$ cat src/rtl/pipe_shift_rotate_unit.sv
// Iterative shift/rotate unit: captures one of NUM_IN words, then applies
// amt single-bit ROL/ROR/SHL/ASR steps, one per clock, into a held result.
module pipe_shift_rotate_unit #(
  parameter int WIDTH = 8,
  parameter int SEL_W = 2,
  parameter int AMT_W = 3
) (
  input  logic                          clk,
  input  logic                          rst_n,
  input  logic [WIDTH*(2**SEL_W)-1:0]   in_data,
  input  logic [SEL_W-1:0]              in_sel,
  input  logic [1:0]                    mode,
  input  logic [AMT_W-1:0]              amt,
  input  logic                          start,
  output logic                          busy,
  output logic                          done,
  output logic [WIDTH-1:0]              q
);

  localparam int NUM_IN = 2**SEL_W;

  localparam logic [1:0] IDLE = 2'd0;
  localparam logic [1:0] STEP = 2'd1;
  localparam logic [1:0] FIN  = 2'd2;

  localparam logic [AMT_W-1:0] AMT_ONE = AMT_W'(1);

  logic [1:0]       state;
  logic [WIDTH-1:0] work;
  logic [AMT_W-1:0] remaining;
  logic [1:0]       mode_r;
  logic [WIDTH-1:0] sel_word;
  logic [WIDTH-1:0] work_next;

  function automatic logic [WIDTH-1:0] step_once(
    input logic [WIDTH-1:0] w,
    input logic [1:0]       m
  );
    logic [WIDTH-1:0] r;
    r = w;
    unique case (m)
      2'b00: r = {w[WIDTH-2:0], w[WIDTH-1]};
      2'b01: r = {w[0], w[WIDTH-1:1]};
      2'b10: r = {w[WIDTH-2:0], 1'b0};
      2'b11: r = {w[WIDTH-1], w[WIDTH-1:1]};
    endcase
    return r;
  endfunction

  // Input channel mux.
  always_comb begin
    sel_word = in_data[WIDTH-1:0];
    for (int i = 0; i < NUM_IN; i++) begin
      if (in_sel == SEL_W'(i)) begin
        sel_word = in_data[i*WIDTH +: WIDTH];
      end
    end
  end

  // One single-bit step of the latched operation.
  always_comb begin
    work_next = step_once(work, mode_r);
  end

  assign busy = (state != IDLE);

  // Control FSM, working register and held result.
  always_ff @(posedge clk or negedge rst_n) begin
    if (!rst_n) begin
      state     <= IDLE;
      work      <= '0;
      remaining <= '0;
      mode_r    <= 2'b00;
      q         <= '0;
      done      <= 1'b0;
    end else begin
      done <= 1'b0;
      case (state)
        IDLE: begin
          if (start) begin
            work      <= sel_word;
            mode_r    <= mode;
            remaining <= amt;
            state     <= (amt != '0) ? STEP : FIN;
          end
        end
        STEP: begin
          work      <= work_next;
          remaining <= remaining - AMT_ONE;
          if (remaining == AMT_ONE) begin
            state <= FIN;
          end
        end
        FIN: begin
          q     <= work;
          done  <= 1'b1;
          state <= IDLE;
        end
        default: state <= IDLE;
      endcase
    end
  end

endmodule

$ cat config.mk
export PLATFORM = sky130hd
export DESIGN_NAME = pipe_shift_rotate_unit
export DESIGN_NICKNAME = d
export VERILOG_FILES = /design/src/rtl/pipe_shift_rotate_unit.sv
export SDC_FILE = /design/constraint.sdc
export NUM_CORES = 1
export LEC_CHECK = 0
export ABC_AREA = 1
export ABC_CLOCK_PERIOD_IN_PS = 1600
export CORE_MARGIN = 1.5
export CORE_UTILIZATION = 46
export CTS_CLUSTER_DIAMETER = 30
export CTS_CLUSTER_SIZE = 8
export DETAILED_ROUTE_END_ITERATION = 12
export GPL_ROUTABILITY_DRIVEN = 0
export PLACE_DENSITY = 0.91
export SLEW_MARGIN = 20
export SYNTH_ARGS = -nofsm -noshare
export SYNTH_HDL_FRONTEND = slang
export SYNTH_SLANG_ARGS = --single-unit
$ cat constraint.sdc
create_clock -name clk -period 1.6 [get_ports clk]
set_input_delay 0.16 -clock clk [delete_from_list [all_inputs] [get_ports clk]]
set_output_delay 0.16 -clock clk [all_outputs]
set_load 0.02 [all_outputs]
==> results of run 1 <==
==> registers in the layout (all words and copies together) (netlist names) <==
name and flops:
q 8, state 2, work 8, mode_r 2
remaining 3, done 1
==> worst paths after layout <==
| kind | end | slack [ns] | cells after the start |
|---|---|---|---|
| max | busy | 0.11 | 3 |
| min | q[4]$_DFFE_PN0P_ | 0.19 | 2 |
| max reg2reg | work[7]$_DFFE_PN0P_ | 0.22 | 6 |
| min reg2reg | q[3]$_DFFE_PN0P_ | 0.49 | 2 |
| max in group asynchronous | work[2]$_DFFE_PN0P_ | 1.19 | 2 |
| min in group clk | mode_r[1]$_DFFE_PN0P_ | 0.43 | 3 |
==> cell families after synthesis <==
group / count (synthesis) / synth area share
compound gates: 46 / 0.1726
xor+xnor: 1 / 0.005619
fa+ha+maj: 2 / 0.01605
flops: 24 / 0.3852
buf+inv: 52 / 0.1445
simple gates: 106 / 0.2761
==> layer usage <==
layer	share of wire	wire length, microns	vias to the layer above
li1	-	-	824
met1	0.45	1495	687
met2	0.47	1582	61
met3	0.065	218	7
met4	0.014	46	0
met5	0	0	-
==> layout by cell type (no fill, tap or decap), drive strengths merged <==
cell type / count
nand2: 67
clkdlybuf4s50: 50
inv: 45
o21ai: 26
dfrtp: 24
nor2: 21
nand3: 18
a21oi: 9
o211ai: 6
buf: 4
clkbuf: 4
a21boi: 3
ha: 2
o31ai: 1
a31oi: 1
xor2: 1
dlygate4sd2: 1
==> area by class of cell <==
cell class,instances,share of cell area
Clock buffer,4,0.01701
Inverter,45,0.07918
Multi-Input combinational cell,155,0.3437
Sequential cell,24,0.2815
Tap cell,44,0.02581
Timing Repair Buffer,55,0.2528
==> critical path, delay by kind of cell (launching register included) <==
| kind | cells | cell delay (ns) |
|---|---|---|
| DFF | 1 | 0.47 |
| buffers and inverters | 2 | 0.36 |
| and+or+nand+nor | 1 | 0.19 |
==> Yosys cell counts <==
| cell | instances |
|---|---|
| nand2_1 | 67 |
| o21ai_0 | 22 |
| a21boi_0 | 1 |
| a31oi_1 | 1 |
| o31ai_1 | 1 |
| inv_1 | 43 |
| o211ai_2 | 1 |
| o21ai_2 | 1 |
| a21boi_1 | 2 |
| o21ai_1 | 3 |
| clkbuf_2 | 3 |
| o211ai_1 | 5 |
| nor2_4 | 1 |
| xor2_1 | 1 |
| buf_6 | 2 |
| nor2_2 | 1 |
| nor2_1 | 19 |
| clkbuf_8 | 1 |
| inv_2 | 2 |
| dfrtp_1 | 24 |
| buf_2 | 1 |
| a21oi_2 | 1 |
| ha_1 | 2 |
| a21oi_1 | 8 |
| nand3_1 | 18 |
==> stage by stage <==
stage | cells | instance area (sq um) | setup slack (ns) | hold slack (ns) | total power [W]
2_1_floorplan | 231 | 1559 | 0.4505 | -0.1356 | 0.002496
3_3_place_gp | 323 | 2098 | 0.1266 | 0.4661 | 0.002995
3_5_place_dp | 323 | 2098 | 0.03080 | 0.4719 | 0.003064
4_1_cts | 327 | 2133 | 0.1132 | 0.2027 | 0.003362
5_1_grt | 327 | 2133 | 0.06729 | 0.1981 | 0.003693
6_report | 327 | 2133 | 0.1143 | 0.1889 | 0.003354
==> report_power, final <==
group,switching [W],internal [W]
Clock,0.000174,0.000139
Sequential,0.000231,0.000907
Combinational,0.00110,0.000808
Total,0.00150,0.00185
==> repair_timing <==
item,in CTS,in global routing
hold buffers,0,0
buffers inserted,0,0
endpoints found under the setup margin,1,0
gates resized for setup,1,0
==> results.md, run 1 <==
- Status: finished, final reports clean
- CTS root buf: clkbuf_4
- GR peak layer: met2
- Ys Warns: 0
- RSZ-0062 raised after global routing: false
- Fin. Hold Viols: 0
- Longest Clk Path Bufs: 2
- Area contributors post-synth: dfrtp_1 (39%), nand2_1 (16%), inv_1 (10%)
- Initial drt markers: 72
- Register area: 600.6 sq um
- Filler instances: 265
- Fmax: 0.6731 GHz
- Global Route met3 Usage: 0.03151
- Routing usage on met2: 0.3313
- CTS tree: done
- First-pass GRT wire length: 5727 microns
- CP max-delay cell: dfrtp_1
- Hold WC Path Type: input port to async pin
- Wire length per cell: 10.22 microns
- Io pins: 52
- Initial antenna violation count: 0
- Vias in the first global route: 1429
- Initial Util: 0.4984
- Met1 usage: 0.2664
- # DRC: 0
- Synthesis-stage register bit count: 24
- Buffers added on ports: 51
- P per Cell Area: 1572 mW/mm^2
- CP max FO: 5
- Critical Path Start Type: flip-flop
- DIE WIDTH: 61.22 microns
- Reg2reg start: state[0]$_DFFE_PN0P_
- Crit path time final: 1.486 ns
- Rows: 20
- Setup crit end kind: output pin
- Final setup vio count: 0
- Lkg Pwr: 1.111 nW
- Worst endpoint required time: 1.44 ns
- Worst setup startpoint: state[0]$_DFFE_PN0P_
- Number of distinct library cells after synthesis: 25
- Largest stage delay, worst path: 0.47 ns
- CTS Sinks: 24
- Max Cap Viol: 0
- Total gr overflow: 0
- DIE HEIGHT: 61.22 microns
- Skew-Pair Late Insertion Delay: 0.31 ns
- Final wirelength: 3343 microns
- Clock-pin slew on the worst setup and hold paths: 0.13 ns
- Largest net degree at the start of global routing: 25
- Max IR drop VDD: 498.4 uV
- Post-Syn Nets: 275
- Share of layout cells above drive strength 1: 0.05300
- Final net count: 328
- Post-route ant nets: 0
- Gr usage total: 0.2010
- First-pass DRT Iterations: 4
- Multi-input gate area: 733.2 sq um
- Vias: 1579
- CTS buffer count: 3
- Core area: 0.003128 sq mm
- Area delta synth->final: 36.84%
- Detail-routed via count per cell: 4.829
- CP Cell Sequence: nor2_1 > inv_1 > dlygate4sd2_1
- Die area: 0.003747 sq mm
- N_diodes: 0
- Cell count after synthesis: 231
- Relative slew slack: 0.6838
- H-tree level count: 1
- HPWL after DPL: 2718 microns
- Period utilization: 0.9286
- Fin util: 0.6820
- Mapped Area: 0.001559 sq mm
- TNS Setup: 0 ns
- Synth top area share: 0.3852
- Crit path DAT: 1.33 ns
- Slew Limit Fails: 0
- Yosys top cell by area: dfrtp_1
- Worst setup skew after layout: 0.002045 ns
- Worst-Margin Slew: 0.4743 ns
- Sequential area share after synthesis: 0.3852
- Syn avg cell area: 6.749 sq um
- Type of the worst setup path: flip-flop to output pin
Note: power is estimated with default switching activity, not from simulation.
==> inputs of run 2 (changes only) <==
CORE_ASPECT_RATIO = 0.6   (was unset)
HOLD_SLACK_MARGIN = 0.15   (was unset)
SLEW_MARGIN = unset   (was 20)
==> run 2 against run 1 <==
Clock skew rose by 0.0036 ns. Clock power rose by 72%. Critical endpoint unchanged. Final cell count rose by 1.2%. Sequential cell count did not move. Cell area rose by 2.8%. Critical path type unchanged.
==> results.md, run 2 (synthesized netlist as in run 1, its figures left out) <==
- DIE WIDTH: 78.16 microns (+28%)
- Worst setup skew after layout: 0.005651 ns (+0.003606 ns)
- Commonest cells after routing, fill and taps aside: nand2_1 (67), clkdlybuf4s50_1 (50), inv_1 (43)
- DIE HEIGHT: 48.10 microns (-21%)
- RSZ-0062 raised after global routing: false
- Relative slew slack: 0.7081 (+0.02428)
- Post-CTS Hold Buffers: 0 (unchanged)
- Largest net degree at the start of global routing: 25 (unchanged)
- P_int: 0.002070 W (+12%)
- P per Cell Area: 1691 mW/mm^2 (+7.6%)
- Rows: 16 (-20%)
- Final Cell Area: 0.002192 sq mm (+2.8%)
- Total gr overflow: 0 (unchanged)
- Vias in the first global route: 1520 (+6.4%)
- Detail-routed via count per cell: 5.063 (+4.9%)
- Wire length per cell: 12.78 microns (+25%)
- Initial antenna violation count: 0 (unchanged)
- Final wirelength: 4230 microns (+27%)
- Vias: 1676 (+6.1%)
- Max Cap Viol: 0 (unchanged)
- CTS Sinks: 24 (unchanged)
- Share of layout cells above drive strength 1: 0.06294 (+0.009934)
- Crit path DAT: 1.29 ns (-0.04 ns)
- Cell count after placement: 327 (+1.2%)
- Final setup vio count: 0 (unchanged)
- Most common cell after layout, fill and taps aside: nand2_1
- Crit path time final: 1.451 ns (-0.03490 ns)
- Longest Clk Path Bufs: 2 (unchanged)
- First-pass DRT Iterations: 4 (unchanged)
- Filler instances: 282 (+6.4%)
- Type of the worst setup path: flip-flop to output pin
- Status: finished, final reports clean
- Core area: 0.003243 sq mm (+3.7%)
- CP max FO: 5 (unchanged)
- Clock-pin slew on the worst setup and hold paths: 0.09 ns (-0.04 ns)
- Worst endpoint required time: 1.44 ns (about the same)
- Worst Slack Setup Final: 0.1492 ns (+0.03490 ns)
- HPWL after DPL: 3358 microns (+24%)
- CTS tree: done
- Fin. Hold Viols: 0 (unchanged)
- First-pass GRT wire length: 6762 microns (+18%)
- Initial Util: 0.4807 (-0.01769)
- Regs by FF count: q x8, work x8, remaining x3
- Sw Pwr: 0.001636 W (+9.1%)
- Comb power frac: 0.558 (-0.010)
- CTS buffer count: 3 (unchanged)
- Hold WC Path Type: input port to async pin
- Non-Filler Instances: 331 (+1.2%)
- Lkg Pwr: 1.140 nW (+2.6%)
- Postcts setup bufs: 0 (unchanged)
- Max IR drop VDD: 791.2 uV (+59%)
- Pre-CTS setup slack: -0.006269 ns (-0.03706 ns)
- Gr usage total: 0.2399 (+0.03887)
- Skew-Pair Late Insertion Delay: 0.27 ns (-0.04 ns)
- Slew Limit Fails: 0 (unchanged)
- Switch share: 0.4415 (-0.005739)
- # DRC: 0 (unchanged)
- Worst-Margin Slew: 0.4368 ns (-0.03745 ns)
- Clock Power Share: 0.145 (+0.052)
- Buffers added on ports: 51 (unchanged)
- Setup crit end kind: output pin
- Placed cell area: 0.002122 sq mm (+1.1%)
- Die area: 0.003759 sq mm (+0.31%)
- H-tree level count: 1 (unchanged)
- Initial drt markers: 235 (+230%)
- TNS Setup: 0 ns (unchanged)
- Fmax: 0.6893 GHz (+2.4%)
- N_diodes: 0 (unchanged)
- CTS root buf: clkbuf_8
- Area delta synth->final: 40.61%
- Reg power frac: 0.296 (-0.043)
- Fin util: 0.6759 (-0.006074)
- Critical Path Start Type: flip-flop
- Post-route ant nets: 0 (unchanged)
- Period utilization: 0.9068 (-0.02181)
- Io pins: 52 (unchanged)
- Final net count: 331 (+0.91%)
## run 2: cell types whose count changed in the layout (fill, tap and decap cells not counted), sizes merged
cell / previous run / this run
buf: 4 / 7
bufinv: 0 / 1
clkbuf: 4 / 3
## run 2: path summary, 6_finish.rpt
| kind | startpoint | cells after the start | slack (ns) | end |
|---|---|---|---|---|
| max reg2reg | state[0]$_DFFE_PN0P_ | 6 | 0.18 | work[1]$_DFFE_PN0P_ |
| min reg2reg | q[2]$_DFFE_PN0P_ | 2 | 0.49 | q[2]$_DFFE_PN0P_ |
| min | rst_n | 2 | 0.24 | q[3]$_DFFE_PN0P_ |
| min in group clk | mode[1] | 3 | 0.48 | mode_r[1]$_DFFE_PN0P_ |
| max in group asynchronous | rst_n | 2 | 1.12 | mode_r[1]$_DFFE_PN0P_ |
| max | state[0]$_DFFE_PN0P_ | 3 | 0.15 | busy |
## run 2: repair_timing
item	CTS	global route
setup endpoints to repair	1	0
resized for setup	1	0
endpoints found under the hold margin	0	0
## run 2: area by class of cell
class | instances | area, sq um | area share
clock inverters | 1 | 30.03 | 0.01370
flip-flops and latches | 24 | 600.6 | 0.2740
clock buffers | 3 | 41.29 | 0.01884
multi-input cells | 155 | 733.2 | 0.3345
repair buffers | 58 | 561.8 | 0.2563
well taps | 45 | 56.30 | 0.02568
inverters | 45 | 168.9 | 0.07705
## run 2: per-layer routing
| metal | global-route usage | wire [microns] |
|---|---|---|
| met5 | 0 | 0 |
| met4 | 0.05000 | 40 |
| met3 | 0.04673 | 289 |
| met2 | 0.4383 | 2020 |
| met1 | 0.3116 | 1880 |
## run 2: power by group through the flow
stage | combinational [W] | clock, W | sequential (W)
after global placement | 0.00195 | 0 | 0.00109
after floorplan | 0.00131 | 0 | 0.00119
after detailed placement | 0.00205 | 0 | 0.00111
after global routing | 0.00229 | 0.000570 | 0.00113
final | 0.00207 | 0.000539 | 0.00110
after CTS | 0.00205 | 0.000543 | 0.00110
## run 2: per-stage QoR
| step | hold slack [ns] | power (W) |
|---|---|---|
| CTS | 0.2549 | 0.003690 |
| global placement | 0.4683 | 0.003039 |
| finish | 0.2424 | 0.003707 |
| global route | 0.2558 | 0.003987 |
| detailed placement | 0.4753 | 0.003157 |
| floorplan | -0.1356 | 0.002496 |
## run 2: worst max-delay path, stage by stage, from the launching register on
cell           delay (ns)
dfrtp_1              0.45
nor2_1               0.20
inv_1                0.06
dlygate4sd2_1        0.31
